File: config.mk
export PLATFORM = sky130hd
export DESIGN_NAME = vint_pwm_bank_flat
export DESIGN_NICKNAME = d
export VERILOG_FILES = /design/src/rtl/vint_pwm_bank_if.sv /design/src/rtl/vint_pwm_bank.sv /design/src/flat_wrapper.sv
export SDC_FILE = /design/constraint.sdc
export NUM_CORES = 1
export LEC_CHECK = 0
export BUFFER_PORTS_ARGS = -buffer_cell sky130_fd_sc_hd__buf_2
export CORE_MARGIN = 1.5
export CORE_UTILIZATION = 45
export DETAILED_ROUTE_END_ITERATION = 7
export HOLD_SLACK_MARGIN = 0.1
export SLEW_MARGIN = 15
export SYNTH_ARGS = -nofsm -noshare
export SYNTH_HDL_FRONTEND = slang
export SYNTH_SLANG_ARGS = --single-unit
File: constraint.sdc
create_clock -name clk -period 2.98 [get_ports clk]
set_input_delay 0.298 -clock clk [delete_from_list [all_inputs] [get_ports clk]]
set_output_delay 0.298 -clock clk [all_outputs]
set_load 0.1 [all_outputs]
File: src/rtl/vint_pwm_bank_if.sv
// Control and waveform bundle of the multi-channel vibration/drive output bank.
// The controller drives configuration through master; the generator bank is the slave.
interface vint_pwm_bank_if #(
  parameter int unsigned CHANNELS = 4,
  parameter int unsigned CNT_W    = 8
);
  logic [CHANNELS-1:0]       en;
  logic [CHANNELS-1:0]       mode;
  logic [CHANNELS*CNT_W-1:0] period;
  logic [CHANNELS*CNT_W-1:0] duty;
  logic [CHANNELS-1:0]       v;
  logic [CHANNELS-1:0]       wrap;

  modport master (output en, mode, period, duty, input v, wrap);
  modport slave  (input en, mode, period, duty, output v, wrap);
endinterface

File: src/rtl/vint_pwm_bank.sv
// Multi-channel square/PWM output generator sharing one clock-enable prescaler.
// Period, duty and mode are shadowed per channel and only take effect at start or wrap.
module vint_pwm_bank #(
  parameter int unsigned CHANNELS = 4,
  parameter int unsigned CNT_W    = 8,
  parameter int unsigned PRESCALE = 4
) (
  input  logic           clk,
  input  logic           rst_n,
  vint_pwm_bank_if.slave bus
);

  localparam int unsigned PRE_W = (PRESCALE > 1) ? $clog2(PRESCALE) : 1;
  localparam int unsigned CW1   = CNT_W + 1;
  localparam logic [PRE_W-1:0] PRE_LAST = PRE_W'(PRESCALE - 1);

  logic [PRE_W-1:0] pre_cnt_q, pre_cnt_d;
  logic             tick_c;

  logic [CHANNELS-1:0] active_q, active_d;
  logic [CHANNELS-1:0] m_q, m_d;
  logic [CHANNELS-1:0] v_q, v_d;
  logic [CHANNELS-1:0] wrap_q, wrap_d;
  logic [CHANNELS-1:0][CNT_W-1:0] cnt_q, cnt_d;
  logic [CHANNELS-1:0][CNT_W-1:0] p_q, p_d;
  logic [CHANNELS-1:0][CNT_W-1:0] d_q, d_d;

  logic [CHANNELS-1:0][CNT_W-1:0] in_p_c, in_d_c;
  logic [CHANNELS-1:0]            start_hi_c;

  assign in_p_c = bus.period;
  assign in_d_c = bus.duty;

  // Free-running prescaler; its phase is independent of the channel enables.
  always_comb begin
    tick_c    = (pre_cnt_q == PRE_LAST);
    pre_cnt_d = tick_c ? '0 : pre_cnt_q + PRE_W'(1);
  end

  // PWM level for the first tick of a new period, taken from the incoming configuration.
  always_comb begin
    start_hi_c = '0;
    for (int i = 0; i < CHANNELS; i++) begin
      start_hi_c[i] = (in_p_c[i] != '0) && (in_d_c[i] != '0);
    end
  end

  always_comb begin
    active_d = active_q;
    cnt_d    = cnt_q;
    p_d      = p_q;
    d_d      = d_q;
    m_d      = m_q;
    v_d      = v_q;
    wrap_d   = '0;
    for (int i = 0; i < CHANNELS; i++) begin
      if (!bus.en[i]) begin
        active_d[i] = 1'b0;
        cnt_d[i]    = '0;
        v_d[i]      = 1'b0;
      end else if (!active_q[i]) begin
        active_d[i] = 1'b1;
        p_d[i]      = in_p_c[i];
        d_d[i]      = in_d_c[i];
        m_d[i]      = bus.mode[i];
        cnt_d[i]    = '0;
        v_d[i]      = bus.mode[i] & start_hi_c[i];
      end else if (tick_c) begin
        if (p_q[i] == '0) begin
          // Zero period parks the output low but keeps sampling new configuration.
          p_d[i]   = in_p_c[i];
          d_d[i]   = in_d_c[i];
          m_d[i]   = bus.mode[i];
          cnt_d[i] = '0;
          v_d[i]   = 1'b0;
        end else if (cnt_q[i] == p_q[i] - CNT_W'(1)) begin
          p_d[i]    = in_p_c[i];
          d_d[i]    = in_d_c[i];
          m_d[i]    = bus.mode[i];
          cnt_d[i]  = '0;
          wrap_d[i] = 1'b1;
          v_d[i]    = bus.mode[i] ? start_hi_c[i] : ~v_q[i];
        end else begin
          cnt_d[i] = cnt_q[i] + CNT_W'(1);
          if (m_q[i]) begin
            v_d[i] = (CW1'(cnt_q[i]) + CW1'(1)) < CW1'(d_q[i]);
          end
        end
      end
    end
  end

  always_ff @(posedge clk or negedge rst_n) begin
    if (!rst_n) begin
      pre_cnt_q <= '0;
      active_q  <= '0;
      cnt_q     <= '0;
      p_q       <= '0;
      d_q       <= '0;
      m_q       <= '0;
      v_q       <= '0;
      wrap_q    <= '0;
    end else begin
      pre_cnt_q <= pre_cnt_d;
      active_q  <= active_d;
      cnt_q     <= cnt_d;
      p_q       <= p_d;
      d_q       <= d_d;
      m_q       <= m_d;
      v_q       <= v_d;
      wrap_q    <= wrap_d;
    end
  end

  assign bus.v    = v_q;
  assign bus.wrap = wrap_q;

endmodule

File: src/flat_wrapper.sv
// flat-port wrapper written by rule: the top's interface ports become plain ports
module vint_pwm_bank_flat 
#(
  parameter int unsigned CHANNELS = 4,
  parameter int unsigned CNT_W    = 8,
  parameter int unsigned PRESCALE = 4
)
  (clk, rst_n, bus_en, bus_mode, bus_period, bus_duty, bus_v, bus_wrap);
  vint_pwm_bank_if #(.CHANNELS(CHANNELS), .CNT_W(CNT_W)) bus_i ();
  input  logic clk;
  input  logic rst_n;
  input wire logic [$bits(bus_i.en)-1:0] bus_en;
  input wire logic [$bits(bus_i.mode)-1:0] bus_mode;
  input wire logic [$bits(bus_i.period)-1:0] bus_period;
  input wire logic [$bits(bus_i.duty)-1:0] bus_duty;
  output wire logic [$bits(bus_i.v)-1:0] bus_v;
  output wire logic [$bits(bus_i.wrap)-1:0] bus_wrap;
  assign bus_i.en = bus_en;
  assign bus_i.mode = bus_mode;
  assign bus_i.period = bus_period;
  assign bus_i.duty = bus_duty;
  assign bus_v = bus_i.v;
  assign bus_wrap = bus_i.wrap;
  vint_pwm_bank #(.CHANNELS(CHANNELS), .CNT_W(CNT_W), .PRESCALE(PRESCALE)) u_core (.clk(clk), .rst_n(rst_n), .bus(bus_i));
endmodule
==> impl_metrics.env, run 1 <==
export IMPL_status="finished clean"
export IMPL_io_pin_count=82
export IMPL_post_drt_wl_per_cell_um=16.0
export IMPL_ir_worst_vdd_mv=0.410
export IMPL_fin_crit_sh_pct=93.5
export IMPL_synth_top_area_cell="dfrtp_1"
export IMPL_cp_arrival_ns=3.08
export IMPL_synthAdderAreaFrac_pct=7.31
export IMPL_die_w_um=128
export IMPL_hpwl_um=11800
export IMPL_synth_ff_type="dfrtp_1"
export IMPL_power_mw=4.96
export IMPL_min_period_ns=2.79
export IMPL_crit_required_ns=3.28
export IMPL_end_kind="flop"
export IMPL_dr_pass1_iters=4
export IMPL_syn_instance_count=681
export IMPL_grt_pass1_vias=5754
export IMPL_fillers=1325
export IMPL_grt_use_total_pct=21.0
export IMPL_ys_seq_area_share_pct=40.7
export IMPL_num_rows=45
export IMPL_synth_cell_types=65
export IMPL_antenna_found_initial=0
export IMPL_finalSetupViolations=0
export IMPL_critPathMaxStageDelay_ns=0.44
export IMPL_numCtsBuffers=17
export IMPL_relSlewSlack_pct=58.2
export IMPL_multi_input_area_um2=3950
export IMPL_final_cell_area_um2=8480
export IMPL_synth_compound_area_share_pct=11.7
export IMPL_postPlaceCellArea_um2=7690
export IMPL_async_flop_share_pct=100
export IMPL_synth_xor_area_share_pct=7.49
export IMPL_max_clock_path_buffers=2
export IMPL_area_growth_synth_to_final_pct=20.9
export IMPL_cp_start_kind="flop"
export IMPL_power_density_nw_per_um2=585
export IMPL_path_buf_inv=1
export IMPL_grt_pass1_wl_um=26900
export IMPL_antenna_left=0
export IMPL_seqCellArea_um2=2860
export IMPL_fin_skew_ns=0.0101
export IMPL_final_setup_worst_slack_ns=0.195
export IMPL_ys_seq_elements=114
export IMPL_hold_path_class="in -> reg"
export IMPL_cp_max_fo=17
export IMPL_max_cap_violations=0
export IMPL_p_leak_nw=4.01
export IMPL_start_util_pct=46.2
export IMPL_synth_edf_count=0
export IMPL_tightest_slew_ns=0.627
export IMPL_muxShareOfSynthArea_pct=11.8
export IMPL_clk_transition_reported_paths_ns=0.06
export IMPL_synth_top_family_by_area="simple AND/OR/NAND/NOR gates"
export IMPL_crit_type="reg -> reg"
export IMPL_cts_sinks=114
export IMPL_synth_top_area_share_pct=40.7
export IMPL_slew_viol_final=0
export IMPL_setup_tns_ns=0
export IMPL_yosys_warnings=0
export IMPL_finalNetCount=899
export IMPL_die_y_um=128
export IMPL_synthesis_nets=796
export IMPL_crit_path_top_delay_cell="a2111o_1"
export IMPL_layout_drive_gt1_share_pct=28.2
export IMPL_path_cells="inv_1 > ha_1 > or3b_1 > nor4_1 > o21ai_0 > a2111o_1 > nor2_4 > a31oi_4 > mux2_2"
export IMPL_grt_max_degree=40
export IMPL_yosys_area_share_simple_pct=17.3
export IMPL_core_area_um2=15200
export IMPL_diodes=0
export IMPL_final_hold_violation_count=0
export IMPL_syn_avg_cell_area_um2=10.3
export IMPL_die_area_um2=16400
export IMPL_clockRootBuffer="clkbuf_16"
export IMPL_route_detailed_drc=0
export IMPL_cts_tree="done"
export IMPL_num_vias=5463
export IMPL_holdWs_ns=0.115
export IMPL_drtIter0Drc=257
export IMPL_synth_area_leaders="dfrtp_1 (41%), mux2_2 (9.5%), ha_1 (7.3%), xnor2_1 (3.7%), xor2_1 (3.7%)"
export IMPL_port_buffer_count=81
export IMPL_place_congestion=0.904
export IMPL_preCtsSetupSlack_ns=0.0542
export IMPL_fmax_mhz=359
export IMPL_clock_latency_ns=0.42
export IMPL_wl_um=15800
export IMPL_vias_per_cell=5.55
export IMPL_synth_cell_area_um2=7020
export IMPL_overflow=0
export IMPL_critical_path_top_delay_family="compound AO/OA/AOI/OAI gates"
export IMPL_htree_levels=4
==> final timing paths <==
path / start / end / slack, ns / depth (start not counted)
worst max-delay path: u_core.p_q[0] / u_core.d_q[3] / 0.19 / 9
worst min-delay path: bus_duty[30] / u_core.d_q[30] / 0.11 / 2
worst max register to register: u_core.p_q[0] / u_core.d_q[3] / 0.19 / 9
worst min register to register: u_core.pre_cnt_q[0] / u_core.pre_cnt_q[0] / 0.42 / 1
max in group asynchronous: rst_n / u_core.cnt_q[4] / 1.80 / 3
min in group asynchronous: rst_n / u_core.p_q[21] / 0.41 / 2
==> synthesized netlist by cell type, types with 6 or more instances <==
cell type and number:
nor3_1 14, xor2_1 30, o21ai_0 18, a21oi_1 19, and3_1 9, a21o_1 8
nand2b_1 15, a22o_1 13, a31oi_1 8, inv_1 45, mux2_4 10, mux2_2 59
xnor2_1 30, nor2_1 34, clkbuf_1 13, nand3_1 33, dfrtp_1 114, ha_1 41
nor2b_1 6, nand2_1 55, nor4_1 20
==> sequential cells by signal, indices dropped and copies added, names as in the netlist <==
register / cells
u_core.bus.v: 4
u_core.bus.wrap: 4
u_core.m_q: 4
u_core.d_q: 32
u_core.active_q: 4
u_core.p_q: 32
u_core.cnt_q: 32
u_core.pre_cnt_q: 2
==> cells by family after synthesis <==
family / after synthesis
AO/OA/AOI/OAI: 110
XOR/XNOR: 60
adder cells (fa/ha/maj): 41
buffers and inverters: 63
flip-flops: 114
multiplexers: 70
AND/OR/NAND/NOR: 223
==> per-layer routing <==
metal,share of wire (%),routed length (um),GRT usage (%)
met1,44,7000,24.9
met2,50,7860,35.4
met3,4.0,637,5.93
met4,2.0,314,9.39
met5,0,0,0
==> cells in the final DEF (no fill, tap or decap), types with 14 or more instances in the layout <==
cell type and count:
ha_1 40, dfrtp_1 112, xor2_1 30, xnor2_1 28, nor3_1 14, clkbuf_16 17, nor4_1 20, o21ai_0 18
buf_4 16, nor2_1 33, buf_2 80, a21oi_1 19, mux2_2 59, nand2_1 55, inv_1 45, nand2b_1 15
nand3_1 31
==> final cells by class <==
type / count / share of cell area, %
multi-input cells: 504 / 46.6
flip-flops and latches: 114 / 33.7
repair buffers: 102 / 6.96
clock buffers: 23 / 5.99
well taps: 188 / 2.77
clock inverters: 9 / 2.04
inverters: 45 / 1.99
==> timing repair <==
item                                    in CTS  in global routing
hold buffers                                 5                  0
buffers inserted                             0                  1
endpoints found under the setup margin       0                  1
gates resized for setup                      0                 12
hold endpoints to repair                    40                  0
==> report_power, final <==
group / total [mW] / internal (mW) / switching, mW / leakage [nW]
clock network: 2.32 / 1.61 / 0.704 / 0.335
logic: 0.776 / 0.373 / 0.404 / 2.27
registers: 1.87 / 1.71 / 0.161 / 1.41
total: 4.96 / 3.69 / 1.27 / 4.01
==> per-stage QoR <==
| step | utilization (%) | std cells |
|---|---|---|
| after floorplan | - | 681 |
| after global placement | 50.6 | 947 |
| after detailed placement | 50.6 | 947 |
| after CTS | 55.4 | 984 |
| after global routing | 55.8 | 985 |
| final | 55.8 | 985 |
(Power assumes the default switching activity.)
==> inputs of run 2 (changes only) <==
- CTS_BUF_LIST: default -> sky130_fd_sc_hd__clkbuf_16
- SKIP_LAST_GASP: default -> 1
==> run 2 against run 1 <==
Against the previous run:
- power fell by 3.1%
- hold slack improved by 0.00095 ns
- clock power fell by 7%
- critical path type unchanged
- largest power group unchanged
- setup slack improved by 0.00087 ns
- highest routed layer unchanged
- sequential share of layout area rose by 0.20 points
- routed wire length rose by 0.39%
==> impl_metrics.env, run 2 (synthesis gave the netlist of run 1 again) <==
export IMPL_r2r_slack_ns=0.20
export IMPL_seqCellArea_um2=2860
export IMPL_clk_transition_reported_paths_ns=0.06
export IMPL_cp_arrival_ns=3.09
export IMPL_post_drt_wl_per_cell_um=16.1
export IMPL_crit_type="reg -> reg"
export IMPL_finalSetupViolations=0
export IMPL_path_buf_inv=1
export IMPL_antenna_found_initial=0
export IMPL_max_cap_violations=0
export IMPL_hold_path_class="in -> reg"
export IMPL_status="finished clean"
export IMPL_fillers=1336
export IMPL_r2r_start="u_core.p_q[0]"
export IMPL_clockRootBuffer="clkbuf_16"
export IMPL_path_cells="inv_1 > ha_1 > or3b_1 > nor4_1 > o21ai_0 > a2111o_1 > nor2_4 > a31oi_4 > mux2_2"
export IMPL_slew_viol_final=0
export IMPL_whs_path_depth=2
export IMPL_grt_pass1_wl_um=27000
export IMPL_holdPathEnd="u_core.d_q[27]"
export IMPL_start_util_pct=46.2
export IMPL_reg2reg_depth=9
export IMPL_place_congestion=0.904
export IMPL_port_buffer_count=81
export IMPL_cts_tree="done"
export IMPL_die_area_um2=16400
export IMPL_finalNetCount=900
export IMPL_hpwl_um=11800
export IMPL_postLayoutCoreUtil_pct=55.5
export IMPL_min_delay_start="bus_duty[27]"
export IMPL_grt_pass1_vias=5755
export IMPL_final_cell_mix="dfrtp_1 (112), buf_2 (80), mux2_2 (59)"
export IMPL_area_growth_synth_to_final_pct=20.2
export IMPL_end_kind="flop"
export IMPL_crit_cells=9
export IMPL_num_rows=45
export IMPL_cts_sinks=114
export IMPL_largestRegisters="u_core.cnt_q: 32 flops, u_core.d_q: 32 flops, u_core.p_q: 32 flops"
export IMPL_num_vias=5471
export IMPL_highest_layer="met4"
export IMPL_diodes=0
export IMPL_numCtsBuffers=17
export IMPL_wl_um=15900
export IMPL_crit_required_ns=3.29
export IMPL_dr_pass1_iters=5
export IMPL_min_period_ns=2.78
export IMPL_fmax_mhz=359
export IMPL_core_area_um2=15200
export IMPL_layout_commonest_cell="dfrtp_1"
export IMPL_final_hold_violation_count=0
export IMPL_critical_path_top_delay_family="compound AO/OA/AOI/OAI gates"
export IMPL_vias_per_cell=5.55
export IMPL_wl_met2_um=7930
export IMPL_cp_start_kind="flop"
export IMPL_grt_max_degree=40
export IMPL_fin_crit_sh_pct=93.4
export IMPL_overflow=0
export IMPL_die_y_um=128
export IMPL_io_pin_count=82
export IMPL_met1Wirelength_um=6950
export IMPL_power_mw=4.81
export IMPL_route_detailed_drc=0
export IMPL_cp_max_fo=17
export IMPL_r2r_end="u_core.d_q[3]"
export IMPL_htree_levels=4
export IMPL_p_leak_nw=3.98
export IMPL_holdWs_ns=0.116
export IMPL_critPathMaxStageDelay_ns=0.44
export IMPL_multi_input_area_um2=3950
export IMPL_relSlewSlack_pct=58.1
export IMPL_ir_worst_vdd_mv=0.417
export IMPL_antenna_left=0
export IMPL_tightest_slew_ns=0.628
export IMPL_crit_path_top_delay_cell="a2111o_1"
export IMPL_grt_use_total_pct=21.0
export IMPL_layout_drive_gt1_share_pct=27.4
export IMPL_clock_latency_ns=0.42
export IMPL_max_clock_path_buffers=2
export IMPL_die_w_um=128
export IMPL_drtIter0Drc=272
export IMPL_fin_skew_ns=0.00982
export IMPL_power_density_nw_per_um2=570
export IMPL_wl_met3_um=645
==> run 2: per-stage QoR <==
step | cell area [um^2] | cells | worst slack, ns | TNS, ns
after floorplan | 7020 | 681 | 0.287 | 0
after global placement | 7690 | 947 | 0.197 | 0
after detailed placement | 7690 | 947 | 0.0542 | 0
after CTS | 8370 | 985 | 0.0372 | 0
after global routing | 8430 | 986 | -0.00189 | -0.00189
final | 8430 | 986 | 0.196 | 0
==> run 2: worst max path at each step <==
| stage | startpoint | end | slack [ns] |
|---|---|---|---|
| floorplan | u_core.p_q[0] | u_core.d_q[0] | 0.29 |
| global placement | u_core.cnt_q[17] | u_core.bus.v[2] | 0.20 |
| detailed placement | u_core.cnt_q[17] | u_core.bus.v[2] | 0.05 |
| CTS | u_core.cnt_q[17] | u_core.bus.v[2] | 0.04 |
| global route | u_core.cnt_q[16] | u_core.bus.v[2] | -0.002 |
| finish | u_core.p_q[0] | u_core.d_q[3] | 0.20 |
==> run 2: area by class of cell <==
class	instances	share of cell area, %
clock buffers	17	5.05
clock inverters	15	2.31
inverters	45	2.00
multi-input cells	504	46.9
flip-flops and latches	114	33.9
well taps	188	2.79
repair buffers	103	7.12
==> run 2: layer usage <==
layer | vias up | GRT usage [%]
met5 | - | 0
met4 | 0 | 9.32
met3 | 38 | 5.97
met2 | 119 | 35.5
met1 | 2660 | 24.9
li1 | 2654 | -
==> run 2: repair_timing <==
item	4_1_cts	5_1_grt
endpoints found under the setup margin	0	1
resized for setup	0	12
buffers inserted	0	1
endpoints found under the hold margin	41	0
hold buffers	6	0
==> run 2: report_power, final <==
group	internal (mW)	total [mW]	switching [mW]
Combinational	0.373	0.777	0.404
Clock	1.46	2.16	0.704
Sequential	1.71	1.87	0.160
